[config.mk]
export PLATFORM = sky130hd
export DESIGN_NAME = sdram_ctrl_seq_flat
export DESIGN_NICKNAME = d
export VERILOG_FILES = /design/src/rtl/sdram_ctrl_seq_pkg.sv /design/src/rtl/sdram_ctrl_seq_if.sv /design/src/rtl/sdram_ctrl_timer.sv /design/src/rtl/sdram_ctrl_seq.sv /design/src/flat_wrapper.sv
export SDC_FILE = /design/constraint.sdc
export NUM_CORES = 1
export LEC_CHECK = 0
export CAP_MARGIN = 20
export CORE_ASPECT_RATIO = 0.8
export CORE_MARGIN = 8
export CORE_UTILIZATION = 35
export DETAILED_ROUTE_END_ITERATION = 16
export HOLD_SLACK_MARGIN = 0.15
export PLACE_DENSITY = 0.7
export SETUP_SLACK_MARGIN = 0.2
export SYNTH_ARGS = -nofsm -noshare
export SYNTH_HDL_FRONTEND = slang
export SYNTH_SLANG_ARGS = --single-unit
[constraint.sdc]
create_clock -name clk -period 3 [get_ports clk]
set_input_delay 0.3 -clock clk [delete_from_list [all_inputs] [get_ports clk]]
set_output_delay 0.3 -clock clk [all_outputs]
set_load 0.01 [all_outputs]
[src/rtl/sdram_ctrl_seq_pkg.sv]
// rtl/sdram_ctrl_seq_pkg.sv - shared command encodings, FSM states and address slices for sdram_ctrl_seq
// The {cs_n,ras_n,cas_n,we_n} codes and the {bank,row,col} word-address split live here.
package sdram_ctrl_seq_pkg;

    localparam logic [3:0] CMD_INH = 4'b1111;
    localparam logic [3:0] CMD_NOP = 4'b0111;
    localparam logic [3:0] CMD_PRE = 4'b0010;
    localparam logic [3:0] CMD_REF = 4'b0001;
    localparam logic [3:0] CMD_LMR = 4'b0000;
    localparam logic [3:0] CMD_ACT = 4'b0011;
    localparam logic [3:0] CMD_RD  = 4'b0101;
    localparam logic [3:0] CMD_WR  = 4'b0100;

    localparam int BA_HI  = 23;
    localparam int BA_LO  = 22;
    localparam int ROW_HI = 21;
    localparam int ROW_LO = 9;
    localparam int COL_HI = 8;
    localparam int COL_LO = 0;

    typedef enum logic [3:0] {
        S_INIT_WAIT,
        S_INIT_PRE,
        S_INIT_REF1,
        S_INIT_REF2,
        S_INIT_MRS,
        S_IDLE,
        S_REFRESH,
        S_ACT,
        S_WR,
        S_RD
    } state_e;

    // Column address with A10 set so every access auto-precharges its bank.
    function automatic logic [12:0] col_ap(input logic [8:0] col);
        return {2'b00, 1'b1, 1'b0, col};
    endfunction

endpackage

[src/rtl/sdram_ctrl_seq_if.sv]
// rtl/sdram_ctrl_seq_if.sv - single-word request/response bus between the SoC side and sdram_ctrl_seq
interface sdram_ctrl_seq_if;
    logic        req;
    logic        we;
    logic [23:0] addr;
    logic [15:0] wdata;
    logic        ack;
    logic [15:0] rdata;
    logic        rvalid;

    modport master (output req, we, addr, wdata, input ack, rdata, rvalid);
    modport slave  (input req, we, addr, wdata, output ack, rdata, rvalid);
endinterface

[src/rtl/sdram_ctrl_timer.sv]
// rtl/sdram_ctrl_timer.sv - 16-bit loadable down-counter with zero flag for SDRAM wait states
module sdram_ctrl_timer #(
    parameter logic [15:0] RST_VAL = 16'd0
) (
    input  logic        clk,
    input  logic        rst_n,
    input  logic        load,
    input  logic [15:0] load_val,
    output logic [15:0] cnt,
    output logic        zero
);
    logic [15:0] cnt_d, cnt_q;

    always_comb begin
        cnt_d = cnt_q;
        if (load) begin
            cnt_d = load_val;
        end else if (cnt_q != 16'd0) begin
            cnt_d = cnt_q - 16'd1;
        end
    end

    always_ff @(posedge clk or negedge rst_n) begin
        if (!rst_n) cnt_q <= RST_VAL;
        else        cnt_q <= cnt_d;
    end

    assign cnt  = cnt_q;
    assign zero = (cnt_q == 16'd0);
endmodule

[src/rtl/sdram_ctrl_seq.sv]
// rtl/sdram_ctrl_seq.sv - SDRAM command sequencer: power-up init, auto-refresh, single-word read/write
// Optional SDRAM_CTRL_SEQ_STAT_EN adds ref_cnt, a saturating count of post-init REF commands.
module sdram_ctrl_seq
    import sdram_ctrl_seq_pkg::*;
#(
    parameter int unsigned T_INIT  = 20000,
    parameter int unsigned T_RP    = 2,
    parameter int unsigned T_RFC   = 7,
    parameter int unsigned T_MRD   = 2,
    parameter int unsigned T_RCD   = 2,
    parameter int unsigned T_WR    = 2,
    parameter int unsigned CAS_LAT = 2,
    parameter logic [12:0] MODE    = 13'h020
) (
    input  logic              clk,
    input  logic              rst,
    sdram_ctrl_seq_if.slave   bus,
    input  logic              ref_req,
    output logic              refreshing,
    output logic              init_done,
    output logic              sd_cke,
    output logic              sd_cs_n,
    output logic              sd_ras_n,
    output logic              sd_cas_n,
    output logic              sd_we_n,
    output logic [1:0]        sd_ba,
    output logic [12:0]       sd_a,
    output logic [1:0]        sd_dqm,
    output logic [15:0]       sd_dq_o,
    output logic              sd_dq_oe,
`ifdef SDRAM_CTRL_SEQ_STAT_EN
    output logic [15:0]       ref_cnt,
`endif
    input  logic [15:0]       sd_dq_i
);
    state_e      state_d, state_q;
    logic [3:0]  cmd_d, cmd_q;
    logic [1:0]  ba_d, ba_q, dqm_d, dqm_q;
    logic [12:0] a_d, a_q;
    logic [15:0] dq_o_d, dq_o_q, rdata_d, rdata_q;
    logic        dq_oe_d, dq_oe_q, ack_d, ack_q, rvalid_d, rvalid_q;
    logic        init_done_d, init_done_q, refreshing_d, refreshing_q, cke_q;
    logic        tmr_load, tmr_zero;
    logic [15:0] tmr_val, tmr_cnt;

    sdram_ctrl_timer #(.RST_VAL(16'(T_INIT))) u_timer (
        .clk      (clk),
        .rst_n    (rst),
        .load     (tmr_load),
        .load_val (tmr_val),
        .cnt      (tmr_cnt),
        .zero     (tmr_zero)
    );

    // Every command is issued on the edge its wait expires, so the next command lands T+1 cycles later.
    always_comb begin
        state_d      = state_q;
        cmd_d        = CMD_NOP;
        ba_d         = ba_q;
        a_d          = a_q;
        dqm_d        = dqm_q;
        dq_o_d       = 16'h0000;
        dq_oe_d      = 1'b0;
        ack_d        = 1'b0;
        rvalid_d     = 1'b0;
        rdata_d      = rdata_q;
        init_done_d  = init_done_q;
        refreshing_d = refreshing_q;
        tmr_load     = 1'b0;
        tmr_val      = 16'h0000;
        case (state_q)
            S_INIT_WAIT: if (tmr_zero) begin
                cmd_d = CMD_PRE; a_d = 13'h0400;
                tmr_load = 1'b1; tmr_val = 16'(T_RP); state_d = S_INIT_PRE;
            end
            S_INIT_PRE: if (tmr_zero) begin
                cmd_d = CMD_REF;
                tmr_load = 1'b1; tmr_val = 16'(T_RFC); state_d = S_INIT_REF1;
            end
            S_INIT_REF1: if (tmr_zero) begin
                cmd_d = CMD_REF;
                tmr_load = 1'b1; tmr_val = 16'(T_RFC); state_d = S_INIT_REF2;
            end
            S_INIT_REF2: if (tmr_zero) begin
                cmd_d = CMD_LMR; a_d = MODE; ba_d = 2'b00;
                tmr_load = 1'b1; tmr_val = 16'(T_MRD); state_d = S_INIT_MRS;
            end
            S_INIT_MRS: if (tmr_zero) begin
                init_done_d = 1'b1; dqm_d = 2'b00; state_d = S_IDLE;
            end
            S_IDLE: if (ref_req) begin
                cmd_d = CMD_REF; refreshing_d = 1'b1;
                tmr_load = 1'b1; tmr_val = 16'(T_RFC - 1); state_d = S_REFRESH;
            end else if (bus.req) begin
                cmd_d = CMD_ACT;
                ba_d  = bus.addr[BA_HI:BA_LO];
                a_d   = bus.addr[ROW_HI:ROW_LO];
                tmr_load = 1'b1; tmr_val = 16'(T_RCD - 1); state_d = S_ACT;
            end
            S_REFRESH: if (tmr_zero) begin
                refreshing_d = 1'b0; state_d = S_IDLE;
            end
            S_ACT: if (tmr_zero) begin
                ack_d = 1'b1;
                a_d   = col_ap(bus.addr[COL_HI:COL_LO]);
                tmr_load = 1'b1;
                if (bus.we) begin
                    cmd_d = CMD_WR; dq_oe_d = 1'b1; dq_o_d = bus.wdata;
                    tmr_val = 16'(T_WR + T_RP - 1); state_d = S_WR;
                end else begin
                    cmd_d = CMD_RD;
                    tmr_val = 16'(CAS_LAT + T_RP); state_d = S_RD;
                end
            end
            S_WR: if (tmr_zero) state_d = S_IDLE;
            S_RD: begin
                // CAS_LAT cycles after RD the timer sits at T_RP: capture the pad then.
                if (tmr_cnt == 16'(T_RP)) begin
                    rvalid_d = 1'b1; rdata_d = sd_dq_i;
                end
                if (tmr_zero) state_d = S_IDLE;
            end
            default: state_d = S_INIT_WAIT;
        endcase
    end

    always_ff @(posedge clk or negedge rst) begin
        if (!rst) begin
            state_q      <= S_INIT_WAIT;
            cmd_q        <= CMD_INH;
            cke_q        <= 1'b0;
            ba_q         <= 2'b00;
            a_q          <= 13'h0000;
            dqm_q        <= 2'b11;
            dq_o_q       <= 16'h0000;
            dq_oe_q      <= 1'b0;
            ack_q        <= 1'b0;
            rvalid_q     <= 1'b0;
            rdata_q      <= 16'h0000;
            init_done_q  <= 1'b0;
            refreshing_q <= 1'b0;
        end else begin
            state_q      <= state_d;
            cmd_q        <= cmd_d;
            cke_q        <= 1'b1;
            ba_q         <= ba_d;
            a_q          <= a_d;
            dqm_q        <= dqm_d;
            dq_o_q       <= dq_o_d;
            dq_oe_q      <= dq_oe_d;
            ack_q        <= ack_d;
            rvalid_q     <= rvalid_d;
            rdata_q      <= rdata_d;
            init_done_q  <= init_done_d;
            refreshing_q <= refreshing_d;
        end
    end

`ifdef SDRAM_CTRL_SEQ_STAT_EN
    logic [15:0] ref_cnt_d, ref_cnt_q;

    // Init REFs all go out before init_done rises, so only runtime refreshes are counted.
    always_comb begin
        ref_cnt_d = ref_cnt_q;
        if (cmd_q == CMD_REF && init_done_q && ref_cnt_q != 16'hFFFF) ref_cnt_d = ref_cnt_q + 16'd1;
    end

    always_ff @(posedge clk or negedge rst) begin
        if (!rst) ref_cnt_q <= 16'h0000;
        else      ref_cnt_q <= ref_cnt_d;
    end

    assign ref_cnt = ref_cnt_q;
`endif

    assign {sd_cs_n, sd_ras_n, sd_cas_n, sd_we_n} = cmd_q;
    assign sd_cke     = cke_q;
    assign sd_ba      = ba_q;
    assign sd_a       = a_q;
    assign sd_dqm     = dqm_q;
    assign sd_dq_o    = dq_o_q;
    assign sd_dq_oe   = dq_oe_q;
    assign bus.ack    = ack_q;
    assign bus.rdata  = rdata_q;
    assign bus.rvalid = rvalid_q;
    assign refreshing = refreshing_q;
    assign init_done  = init_done_q;
endmodule

[src/flat_wrapper.sv]
// flat-port wrapper written by rule: the top's interface ports become plain ports
module sdram_ctrl_seq_flat import sdram_ctrl_seq_pkg::*;
#(
    parameter int unsigned T_INIT  = 20000,
    parameter int unsigned T_RP    = 2,
    parameter int unsigned T_RFC   = 7,
    parameter int unsigned T_MRD   = 2,
    parameter int unsigned T_RCD   = 2,
    parameter int unsigned T_WR    = 2,
    parameter int unsigned CAS_LAT = 2,
    parameter logic [12:0] MODE    = 13'h020
)
  (clk, rst, ref_req, refreshing, init_done, sd_cke, sd_cs_n, sd_ras_n, sd_cas_n, sd_we_n, sd_ba, sd_a, sd_dqm, sd_dq_o, sd_dq_oe, sd_dq_i, bus_req, bus_we, bus_addr, bus_wdata, bus_ack, bus_rdata, bus_rvalid);
  sdram_ctrl_seq_if bus_i ();
  input  logic clk;
  input  logic rst;
  input  logic ref_req;
  output logic refreshing;
  output logic init_done;
  output logic sd_cke;
  output logic sd_cs_n;
  output logic sd_ras_n;
  output logic sd_cas_n;
  output logic sd_we_n;
  output logic [1:0] sd_ba;
  output logic [12:0] sd_a;
  output logic [1:0] sd_dqm;
  output logic [15:0] sd_dq_o;
  output logic sd_dq_oe;
  input  logic [15:0] sd_dq_i;
  input wire logic [$bits(bus_i.req)-1:0] bus_req;
  input wire logic [$bits(bus_i.we)-1:0] bus_we;
  input wire logic [$bits(bus_i.addr)-1:0] bus_addr;
  input wire logic [$bits(bus_i.wdata)-1:0] bus_wdata;
  output wire logic [$bits(bus_i.ack)-1:0] bus_ack;
  output wire logic [$bits(bus_i.rdata)-1:0] bus_rdata;
  output wire logic [$bits(bus_i.rvalid)-1:0] bus_rvalid;
  assign bus_i.req = bus_req;
  assign bus_i.we = bus_we;
  assign bus_i.addr = bus_addr;
  assign bus_i.wdata = bus_wdata;
  assign bus_ack = bus_i.ack;
  assign bus_rdata = bus_i.rdata;
  assign bus_rvalid = bus_i.rvalid;
  sdram_ctrl_seq #(.T_INIT(T_INIT), .T_RP(T_RP), .T_RFC(T_RFC), .T_MRD(T_MRD), .T_RCD(T_RCD), .T_WR(T_WR), .CAS_LAT(CAS_LAT), .MODE(MODE)) u_core (.clk(clk), .rst(rst), .bus(bus_i), .ref_req(ref_req), .refreshing(refreshing), .init_done(init_done), .sd_cke(sd_cke), .sd_cs_n(sd_cs_n), .sd_ras_n(sd_ras_n), .sd_cas_n(sd_cas_n), .sd_we_n(sd_we_n), .sd_ba(sd_ba), .sd_a(sd_a), .sd_dqm(sd_dqm), .sd_dq_o(sd_dq_o), .sd_dq_oe(sd_dq_oe), .sd_dq_i(sd_dq_i));
endmodule
---- Word-level counts from Yosys, hierarchy flattened ----
Index checks and enable logic that the tools add are counted.
W data, S select, Z words.
word-level totals
  output and inout port bits .............. 59
  bits in registers ....................... 79
  word-level logic and storage cells ...... 106
operators by class
  add/sub/neg operators ................... 1
  reductions and logical operators ........ 17
  mux-type cells .......................... 53
  equal/unequal tests ..................... 21
operators by type and width
  kind                     number
  $mux W16                 7
  $mux W13                 5
  $pmux W16 S4             1
  $pmux W13 S4             1
  $mux W4                  10
  $pmux W4 S7              1
  $pmux W4 S5              1
  $mux W3                  6
  $eq A16 B2 Y1 const B    1
  $eq A4 B3 Y1 const B     4
  $logic_not A16 Y1        1
  $reduce_bool A16 Y1      1
  $sub A16 B1 Y16 const B  1
  $mux W1                  14
  $ne A2 B1 Y1 const B     7
  $eq A4 B2 Y1 const B     2
  $eq A4 B4 Y1 const B     2
  $mux W2                  4
  $reduce_and A7 Y1        1
  $ne A2 B2 Y1 const B     3
  $reduce_and A6 Y1        1
  $reduce_bool A2 Y1       3
  $reduce_or A5 Y1         1
  $eq A4 B1 Y1 const B     1
  10 further kinds         13

---- Depth between registers and ports, before layout ----
Gate-level depths: netlist of the first run.
  depth in word-level cells ............... 4
  mapped depth ............................ 8

---- Modules after synthesis ----
A second synthesis of the first run with hierarchy kept.
unflattened totals
  cells, all modules ...................... 332
  area total of the unflattened synthesis .. 3648.5 um^2
modules (own cells, without submodules)
  module            instances  seq. area each (um^2)  area each (um^2)  cells an instance
  sdram_ctrl_seq    1          1557.7                 2620.0            224
  sdram_ctrl_timer  1          406.6                  1028.5            108

---- Worst setup path after synthesis of the first run ----
Ideal clock, no wire load.
  path type ............................... register to register
  from .................................... register u_core.u_timer.cnt_q[0], in the netlist u_core.u_timer.cnt[0]
  to ...................................... register u_core.a_q[5], in the netlist u_core.sd_a[5]
  stages on the path, launching flop included .. 8
  data required time ...................... 2.875 ns
  path slack .............................. 0.848 ns
  setup time .............................. 0.125 ns
  arrival ................................. 2.027 ns
  cells stage by stage .................... dfrtp_1 inv_1 ha_1 nor3b_2 nand4_2 or3_4 and2_4 mux2_4
on the way
  word-level cells in the longest chain between the ends .. 3
  elaborated cells between the ends (all ways) .. 5
RTL lines
  item                             line                    source
  from (decl)                      sdram_ctrl_timer.sv:12  logic [15:0] cnt_d, cnt_q;
  from (signal assigned)           sdram_ctrl_timer.sv:25  else cnt_q <= cnt_d;
  $logic_not A16 Y1 (*)            sdram_ctrl_timer.sv:29  assign zero = (cnt_q == 16'd0);
  $ne A2 B1 Y1 (no line)           n/a
  $reduce_and A6 Y1 (no line) (*)  n/a
  to (signal assigned)             sdram_ctrl_seq.sv:133   a_q <= 13'h0000;
  to (signal assigned)             sdram_ctrl_seq.sv:147   a_q <= a_d;
  to (decl)                        sdram_ctrl_seq.sv:39    logic [12:0] a_d, a_q;
Mark *: on every way between the ends. The rest lies on a longest branch, timed or not.
A chain may end at the register's enable or synchronous reset.

---- Worst setup path after layout of the first run ----
Ends and elaborated chain as after synthesis.

==> run metrics, run 1 <==
top cell type's share of synthesized area 0.4811; root cell of the clock tree clkbuf_16; cts bufs inserted 9; number of filler instances in the final layout 866; number of iterations in the first detailed-routing pass 4; die boundary width roughly 130 um; Data arrival, critical path 2.60 ns; vias after detailed routing a little under 3,000; post-layout min period 2.387 ns; CTS max path bufs 2; Mapped Cells about 330; total cell area at the placement stage 0.004865 sq mm; most area-hungry cell type in the Yosys netlist dfrtp_1; Layout Area Growth over Synthesis 46.45%; xor-xnor portion of the synthesized cell area 0.02476; Port Buffers between 100 and 150; post-synthesis cell type count 51; relative slew slack 0.3552; final setup slack of the worst path 0.6132 ns; diode insertion count for antenna repair 0; count leader, synth dfrtp_1; number of register bits inferred by synthesis 78; htree depth 3; clock-pin slew on the worst setup and hold paths roughly 0.060 ns; number of post-CTS setup repair buffers 0; Synthesis Warnings 0; CP Capture Type flop; Net Count, Synth 388; final total negative setup slack 0 ns; clock latency of the later-clocked register in the worst-skew pair 0.33 ns; actual transition at the worst max-transition pin 0.9672 ns; number of enable flip-flop cells after synthesis 0; cell leakage power 2.237 nW; number of nets with antenna violations after detailed routing 0; global router's overall resource usage 0.1419; weighted congestion at the end of routability-driven global placement 0.8424; first-pass GRT wire length between 15,000 and 20,000 um; share of synthesized area spent on multiplexers 0.06155; standard cell core area roughly 0.0097 sq mm; starting density of the core 0.3636; final net count just over 500; largest family of logic cells by synthesized area simple AND/OR/NAND/NOR gates; largest net degree at the start of global routing 79; TritonCTS clock tree done; number of hold-repair buffers added at the cts stage 0; number of sinks on the clock net between 70 and 80; proportion of register bits with asynchronous set or reset after synthesis 1.000; final design area excluding fillers 0.005180 sq mm; maximum fanout along the worst path 13; Setup crit start kind flop; run status completed; Ports 120; Setup WS pre-CTS 0.6392 ns; adder and majority cell fraction of the synthesized area 0.007075; final wirelength 9343 um; DR iter-0 viols ~230; final setup fails 0; overall overflow remaining after global route 0; final hold violation count 0; Gates resized, CTS repair 0; critical path class flop to flop; Layout Skew 0.006546 ns; leading post-synthesis cells by instance count dfrtp_1, nor2_1, o21ai_0; main flop type after synthesis dfrtp_1; share of post-route cells with drive strength above 1 0.1359; Min-Delay Path Class primary input to async pin; final period utilization 0.7956; netlist area before placement 0.003537 sq mm; detailed placer's ending HPWL 6896 um; count of max-cap constraint violations 0; Post-Synth Simple-Gate Area 0.2087; detailed-route wire length per cell 15.97 um; Site Rows 32; die area 0.01360 sq mm; count of pins over their slew limit 0; drt drc 0; number of global-route vias before repair 2,859; drt via density between 4 and 5; number of antenna violations at the first check in global routing 0; top achievable clock speed 0.4190 GHz; unrepaired setup endpoints after global routing no; fraction of the yosys area taken by sequential cells 0.5554; top cells by area in the synthesized netlist dfrtp_1, dfstp_2, mux2_2; chip height 105.9 um; fraction of the mapped netlist area in compound gates 0.1114; synthesized area per cell 10.88 sq um; peak supply drop 0.3532 mV; power density over the cells 795.4 mW/mm^2; Crit path required time about 3.2 ns
==> logic make-up (layout without fill, tap and decap cells) <==
family	Yosys count	count (layout)
adder cells (fa/ha/maj)	2	2
AND/OR/NAND/NOR	127	127
multiplexers	19	19
buffers and inverters	23	147
other	2	2
AO/OA/AOI/OAI	64	64
flip-flops	78	78
XOR/XNOR	10	10
==> registers in the layout, summed over array words and instances (netlist names), 2 cells and up <==
register and flops:
u_core.sd_a 13, u_core.state_q 4, u_core.cmd_q 4, u_core.sd_ba 2, u_core.u_timer.cnt 16, u_core.sd_dq_o 16, u_core.bus.rdata 16
==> worst max-delay path: stages (launching register included) <==
cell and delay (ns):
dfrtp_1 0.40, inv_1 0.10, ha_1 0.20, nor3b_2 0.42, nand4_2 0.18, or3_4 0.48
and2_4 0.20, mux2_4 0.29
==> per-layer routing <==
metal	part of all wire	GRT usage	vias up
met4	0.016	0.05588	0
met5	0	0	-
li1	-	-	1394
met1	0.46	0.1870	1395
met2	0.44	0.2103	90
met3	0.086	0.04743	11
==> cell type report <==
type	instances	area, sq um	area share
Clock inverter	6	86.33	0.01667
Timing Repair Buffer	126	1241	0.2396
Inverter	5	18.77	0.003623
Tap cell	136	170.2	0.03285
Clock buffer	10	229.0	0.04420
Multi-Input combinational cell	224	1470	0.2838
Sequential cell	78	1964	0.3792
==> where the power goes <==
part | internal (W) | leakage [nW] | total [W] | switching [W]
logic | 0.000678 | 1.08 | 0.00142 | 0.000739
registers | 0.00129 | 1.01 | 0.00155 | 0.000262
clock network | 0.000728 | 0.153 | 0.00115 | 0.000422
==> worst paths after layout <==
kind	start	end	slack [ns]	depth (start not counted)
max reg2reg	u_core.u_timer.cnt[0]	u_core.sd_a[5]	0.61	7
min in group clk	u_core.init_done	u_core.init_done	0.48	1
max	u_core.u_timer.cnt[0]	u_core.sd_a[5]	0.61	7
max in group asynchronous	rst	u_core.bus.rvalid	2.25	1
min	rst	u_core.state_q[2]	0.11	1
min reg2reg	u_core.init_done	u_core.init_done	0.48	1
==> through the flow <==
step | cells | hold WS, ns | utilization | power, W
floorplan | 325 | 0.004409 | - | 0.002426
global placement | 569 | 0.4528 | 0.5000 | 0.002955
detailed placement | 569 | 0.4617 | 0.5000 | 0.002984
CTS | 585 | 0.1603 | 0.5324 | 0.004169
global route | 585 | 0.1962 | 0.5324 | 0.004406
finish | 585 | 0.1138 | 0.5324 | 0.004120
==> cell usage in the layout (no fill, tap or decap), types with 2 or more instances in the layout <==
cell type	count
mux2_2	18
a21oi_1	12
clkinv_2	2
nor4_4	2
xnor2_1	2
a21boi_0	2
bufinv_16	2
nand3_1	21
nor4_1	4
buf_4	8
o21ai_0	22
dfstp_2	10
ha_1	2
a22oi_1	9
nor2_1	31
inv_1	5
nand2_1	14
o22ai_1	2
a31oi_1	4
a21o_1	5
a22o_1	3
o31ai_1	2
xor2_1	8
dfrtp_1	68
nor2b_1	3
nand2b_1	2
nand3b_1	5
clkbuf_16	9
nand4_1	5
and2_1	20
or3_1	2
nor3_1	4
conb_1	2
and3_1	2
clkdlybuf4s50_1	118
Power figures use the tool's default switching activity.
==> inputs of run 2 (changes only) <==
- clock period: 3 -> 2.35 ns (I/O delays scaled with it)
==> run 2 against run 1 <==
Clock-buffer cell count down 1. Highest routed layer unchanged. Global-route usage rose by 0.44 points. Total power is 29% higher. Largest power group is now combinational logic. Via count increased by 5.0%. Cell area is 2.8% higher. Critical endpoint is now u_core.sd_ba[0].
==> run metrics, run 2 (synthesis results as in run 1) <==
Min-Delay Path Class primary input to async pin (unchanged); number of nets with antenna violations after detailed routing 0 (unchanged); power density over the cells 997.5 mW/mm^2 (was 795.4 mW/mm^2); drt via density 5.048 (was 4.940); area used by multi-input combinational logic 0.001491 sq mm (was 0.001470 sq mm); actual transition at the worst max-transition pin 0.5230 ns (was 0.9672 ns); Layout Skew 0.005993 ns (was 0.006546 ns); cts bufs inserted 9 (unchanged); Slowest cell on crit path o41ai_2 (was or3_4); startpoint of the most critical setup path u_core.u_timer.cnt[0] (unchanged); relative slew slack 0.6476 (was 0.3552); Reg2Reg Setup Slack 0.26 ns (was 0.61 ns); clock latency of the later-clocked register in the worst-skew pair 0.33 ns (about the same); standard cell core area 0.009729 sq mm (unchanged); die area 0.01360 sq mm (unchanged); peak supply drop 0.3931 mV (was 0.3532 mV); CTS max path bufs 2 (unchanged); number of iterations in the first detailed-routing pass 4 (unchanged); count of max-cap constraint violations 0 (unchanged); most frequent standard cell in the layout excluding fill and tap cells clkdlybuf4s50_1 (unchanged); Setup crit start kind flop (unchanged); share of post-route cells with drive strength above 1 0.1763 (was 0.1359); cell leakage power 2.310 nW (was 2.237 nW); weighted congestion at the end of routability-driven global placement 0.8733 (was 0.8424); unrepaired setup endpoints after global routing no (unchanged); Data arrival, critical path 2.36 ns (was 2.60 ns); fin util 0.5475 (was 0.5324); final net count 523 (was 507); DR iter-0 viols 184 (was 226); final design area excluding fillers 0.005326 sq mm (was 0.005180 sq mm); number of global-route vias before repair 3,044 (was 2,859); first-pass GRT wire length 15,990 um (was 15,260 um); post-layout min period 2.085 ns (was 2.387 ns); final hold violation count 0 (unchanged); RR Startpoint u_core.u_timer.cnt[0] (unchanged); largest net degree at the start of global routing 79 (unchanged); drt drc 0 (unchanged); number of filler instances in the final layout 850 (was 866); depth of the worst register-to-register path 8 (was 7); run status completed (unchanged); final period utilization 0.8874 (was 0.7956); critical path's largest stage delay 0.42 ns (was 0.48 ns); diode insertion count for antenna repair 0 (unchanged); Critical R2R Capture u_core.sd_ba[0] (was u_core.sd_a[5]); most used cells in the layout excluding fill and tap cells clkdlybuf4s50_1, dfrtp_1, nor2_1 (unchanged); Ports 120 (unchanged); final wirelength 9946 um (was 9343 um); detailed placer's ending HPWL 7325 um (was 6896 um); final total negative setup slack 0 ns (unchanged); total cell area at the placement stage 0.004951 sq mm (was 0.004865 sq mm); TritonCTS clock tree done (unchanged); number of antenna violations at the first check in global routing 0 (unchanged); Layout Area Growth over Synthesis 50.58% (was 46.45%); maximum fanout along the worst path 4 (was 13); number of sinks on the clock net 78 (unchanged); global router's overall resource usage 0.1463 (was 0.1419); detailed-route wire length per cell 16.55 um (was 15.97 um); final setup fails 0 (unchanged); Site Rows 32 (unchanged); critical path class flop to flop (unchanged); overall overflow remaining after global route 0 (unchanged); root cell of the clock tree clkbuf_16 (unchanged); register area 0.001964 sq mm (unchanged); final setup slack of the worst path 0.2646 ns (was 0.6132 ns); chip height 105.9 um (unchanged); clock-pin slew on the worst setup and hold paths 0.06 ns (about the same); Crit path required time 2.62 ns (was 3.22 ns); vias after detailed routing 3,034 (was 2,890); Fin Hold WS 0.3882 ns (was 0.1138 ns); top achievable clock speed 0.4795 GHz (was 0.4190 GHz); end point of the critical path u_core.sd_ba[0] (was u_core.sd_a[5]); series of cell instances along the critical path inv_2, ha_2, nor3b_4, buf_4, and2_1, and4b_1, o41ai_2, a22o_1 (was inv_1, ha_1, nor3b_2, nand4_2, or3_4, and2_4, mux2_4); Port Buffers 119 (unchanged); htree depth 3 (unchanged); Setup WS pre-CTS 0.1168 ns (was 0.6392 ns); starting density of the core 0.3636 (unchanged); count of pins over their slew limit 0 (unchanged); CP Capture Type flop (unchanged); die boundary width 128.4 um (unchanged)
[run 2: routing by layer]
| layer | part of all wire | routed length [um] | up-vias | track usage |
|---|---|---|---|---|
| met1 | 0.42 | 4175 | 1459 | 0.1814 |
| met4 | 0.015 | 152 | 0 | 0.04572 |
| met2 | 0.48 | 4738 | 127 | 0.2362 |
| met3 | 0.088 | 880 | 17 | 0.04893 |
| li1 | - | - | 1431 | - |
| met5 | 0 | 0 | - | 0 |
[run 2: how the worst min path moves through the flow]
stage | slack (ns) | from | end | cells after the start
3_5_place_dp | 0.46 | rst | u_core.bus.rdata[8] | 1
6_report | 0.39 | rst | u_core.bus.rdata[8] | 2
2_1_floorplan | -0.06 | rst | u_core.bus.ack | 0
4_1_cts | 0.44 | bus_wdata[15] | u_core.sd_dq_o[15] | 2
5_1_grt | 0.43 | rst | u_core.bus.rdata[8] | 2
3_3_place_gp | 0.45 | rst | u_core.bus.rdata[8] | 1
[run 2: power by group]
part           total [W]  switching [W]  internal (W)
clock network    0.00129       0.000563      0.000725
registers        0.00193       0.000284       0.00165
logic            0.00209        0.00108       0.00101
total            0.00531        0.00193       0.00338
[run 2: area by class of cell]
type                            instances  area share
Sequential cell                        78      0.3688
Multi-Input combinational cell        224      0.2800
Timing Repair Buffer                  142      0.2629
Clock buffer                            9     0.04228
Tap cell                              136     0.03195
Clock inverter                          7     0.01057
Inverter                                5    0.003524
[run 2: repair_timing]
| item | CTS | global route |
|---|---|---|
| hold endpoints to repair | 68 | 0 |
| endpoints found under the setup margin | 7 | 39 |
| setup buffers | 1 | 4 |
| resized for setup | 1 | 5 |
| pin swaps | 0 | 1 |
| hold buffers | 1 | 0 |
[run 2: critical path: cells and delay by family (launching register included)]
kind	cells	cell delay [ns]
AOI/OAI and AO/OA	2	0.62
and+or+nand+nor	3	0.58
buffers and inverters	2	0.21
adders and majority gates	1	0.20
DFF	1	0.39
[run 2: per-stage QoR]
stage | power (W) | cells
after CTS | 0.005280 | 596
after global placement | 0.003877 | 578
after detailed placement | 0.003937 | 578
after global routing | 0.005678 | 601
final | 0.005313 | 601
after floorplan | 0.003110 | 325
==> inputs of run 3 (changes only) <==
==> constraint.sdc (replaced) <==
create_clock -name clk -period 2.65 [get_ports clk]
set_input_delay 0.3975 -clock clk [delete_from_list [all_inputs] [get_ports clk]]
set_output_delay 0.3975 -clock clk [all_outputs]
set_load 0.01 [all_outputs]
==> run 3 against run 2 <==
Sequential power decreased by 12%. Register-to-register slack better by 0.18 ns. Flip-flop and latch count is the same. Cell count is 1.5% lower. Maximum frequency fell by 5.3%. Utilization down 1.0 points. Critical endpoint is now u_core.sd_a[5].
==> run metrics, run 3 (synthesis results as in run 1) <==
final wirelength 9810 um (was 9946 um); Port Buffers 119 (unchanged); number of sinks on the clock net 78 (unchanged); TritonCTS clock tree done (unchanged); final hold violation count 0 (unchanged); cts bufs inserted 9 (unchanged); standard cell core area 0.009729 sq mm (unchanged); number of buffer and inverter stages on the critical path 1 (was 2); drt drc 0 (unchanged); peak supply drop 0.4079 mV (was 0.3931 mV); number of hold-repair buffers added at the cts stage 0 (was 1); unrepaired setup endpoints after global routing no (unchanged); largest net degree at the start of global routing 79 (unchanged); chip height 105.9 um (unchanged); final setup fails 0 (unchanged); detailed placer's ending HPWL 7221 um (was 7325 um); drt via density 4.951 (was 5.048); number of global-route vias before repair 2,903 (was 3,044); actual transition at the worst max-transition pin 0.7783 ns (was 0.5230 ns); weighted congestion at the end of routability-driven global placement 0.8654 (was 0.8733); power density over the cells 885.5 mW/mm^2 (was 997.5 mW/mm^2); final period utilization 0.8306 (was 0.8874); htree depth 3 (unchanged); Data arrival, critical path 2.43 ns (was 2.36 ns); final setup slack of the worst path 0.4488 ns (was 0.2646 ns); Setup crit start kind flop (unchanged); Setup WS pre-CTS 0.4673 ns (was 0.1168 ns); Ports 120 (unchanged); number of post-CTS setup repair buffers 0 (was 1); number of iterations in the first detailed-routing pass 5 (was 4); critical path class flop to flop (unchanged); root cell of the clock tree clkbuf_16 (unchanged); DR iter-0 viols 208 (was 184); run status completed (unchanged); Site Rows 32 (unchanged); top achievable clock speed 0.4543 GHz (was 0.4795 GHz); Slowest cell on crit path or3_4 (was o41ai_2); die area 0.01360 sq mm (unchanged); count of max-cap constraint violations 0 (unchanged); share of post-route cells with drive strength above 1 0.1491 (was 0.1763); Final Total Pwr 0.004628 W (was 0.005313 W); detailed-route wire length per cell 16.57 um (was 16.55 um); clock latency of the later-clocked register in the worst-skew pair 0.34 ns (was 0.33 ns); Crit path required time 2.88 ns (was 2.62 ns); Min-Delay Path Class primary input to async pin (unchanged); most used cells in the layout excluding fill and tap cells clkdlybuf4s50_1, dfrtp_1, nor2_1 (unchanged); cell leakage power 2.260 nW (was 2.310 nW); Gates resized, CTS repair 0 (was 1); final total negative setup slack 0 ns (unchanged); final net count 514 (was 523); overall overflow remaining after global route 0 (unchanged); starting density of the core 0.3636 (unchanged); clock-pin slew on the worst setup and hold paths 0.06 ns (about the same); first-pass GRT wire length 15,570 um (was 15,990 um); most frequent standard cell in the layout excluding fill and tap cells clkdlybuf4s50_1 (unchanged); relative slew slack 0.4792 (was 0.6476); critical path's largest stage delay 0.48 ns (was 0.42 ns); count of pins over their slew limit 0 (unchanged); Fin Hold WS 0.4682 ns (was 0.3882 ns); cell class contributing the biggest share of worst-path delay simple AND/OR/NAND/NOR gates (was compound AO/OA/AOI/OAI gates); series of cell instances along the critical path inv_1, ha_1, nor3b_2, nand4_2, or3_4, and2_4, mux2_4 (was inv_2, ha_2, nor3b_4, buf_4, and2_1, and4b_1, o41ai_2, a22o_1); number of antenna violations at the first check in global routing 0 (unchanged); number of nets with antenna violations after detailed routing 0 (unchanged); CP Capture Type flop (unchanged); maximum fanout along the worst path 13 (was 4); CTS max path bufs 2 (unchanged); vias after detailed routing 2,931 (was 3,034); global router's overall resource usage 0.1458 (was 0.1463); Layout Area Growth over Synthesis 47.75% (was 50.58%); Layout Skew 0.009695 ns (was 0.005993 ns); die boundary width 128.4 um (unchanged); post-layout min period 2.201 ns (was 2.085 ns); diode insertion count for antenna repair 0 (unchanged)
[run 3: changes by cell type in the layout (fill, tap and decap cells not counted), sizes merged]
| cell | before | now |
|---|---|---|
| buf | 23 | 14 |
| clkinv | 4 | 1 |
| inv | 7 | 9 |
| clkinvlp | 1 | 2 |
[run 3: path summary, 6_finish.rpt]
| check | start | end | slack (ns) | cells past startpoint |
|---|---|---|---|---|
| worst max register to register | u_core.u_timer.cnt[0] | u_core.sd_a[5] | 0.45 | 7 |
| worst min-delay path | rst | u_core.refreshing | 0.47 | 2 |
| worst max-delay path | u_core.u_timer.cnt[0] | u_core.sd_a[5] | 0.45 | 7 |
| worst min register to register | u_core.init_done | u_core.init_done | 0.49 | 1 |
| max in group asynchronous | rst | u_core.u_timer.cnt[10] | 1.56 | 3 |
| min in group clk | u_core.init_done | u_core.init_done | 0.49 | 1 |
[run 3: layout make-up]
type | count | area (sq um)
fill | 844 | 4503
sequential | 78 | 1964
multi-input combinational | 224 | 1470
timing repair buffer | 133 | 1316
clock buffer | 9 | 225.2
tap | 136 | 170.2
clock inverter | 7 | 61.31
inverter | 5 | 18.77
[run 3: metrics by stage]
step	std cells	utilization	area [sq um]
after floorplan	325	-	3537
after global placement	574	0.5039	4902
after detailed placement	574	0.5039	4902
after CTS	590	0.5333	5189
after global routing	592	0.5372	5226
final	592	0.5372	5226
[run 3: where the power goes]
group	switching [W]	internal [W]
Sequential	0.000237	0.00146
Clock	0.000539	0.000652
Combinational	0.000930	0.000807
[run 3: metal layers]
| layer | part of all wire | global-route usage | vias up |
|---|---|---|---|
| met3 | 0.082 | 0.04793 | 14 |
| met5 | 0 | 0 | - |
| met2 | 0.45 | 0.2253 | 140 |
| met1 | 0.45 | 0.1841 | 1378 |
| met4 | 0.019 | 0.06012 | 0 |
| li1 | - | - | 1399 |
[run 3: worst reg2reg max path, stage by stage (launching register included)]
cell     delay [ns]
dfrtp_1        0.41
inv_1          0.10
ha_1           0.21
nor3b_2        0.26
nand4_2        0.14
or3_4          0.48
and2_4         0.21
mux2_4         0.28
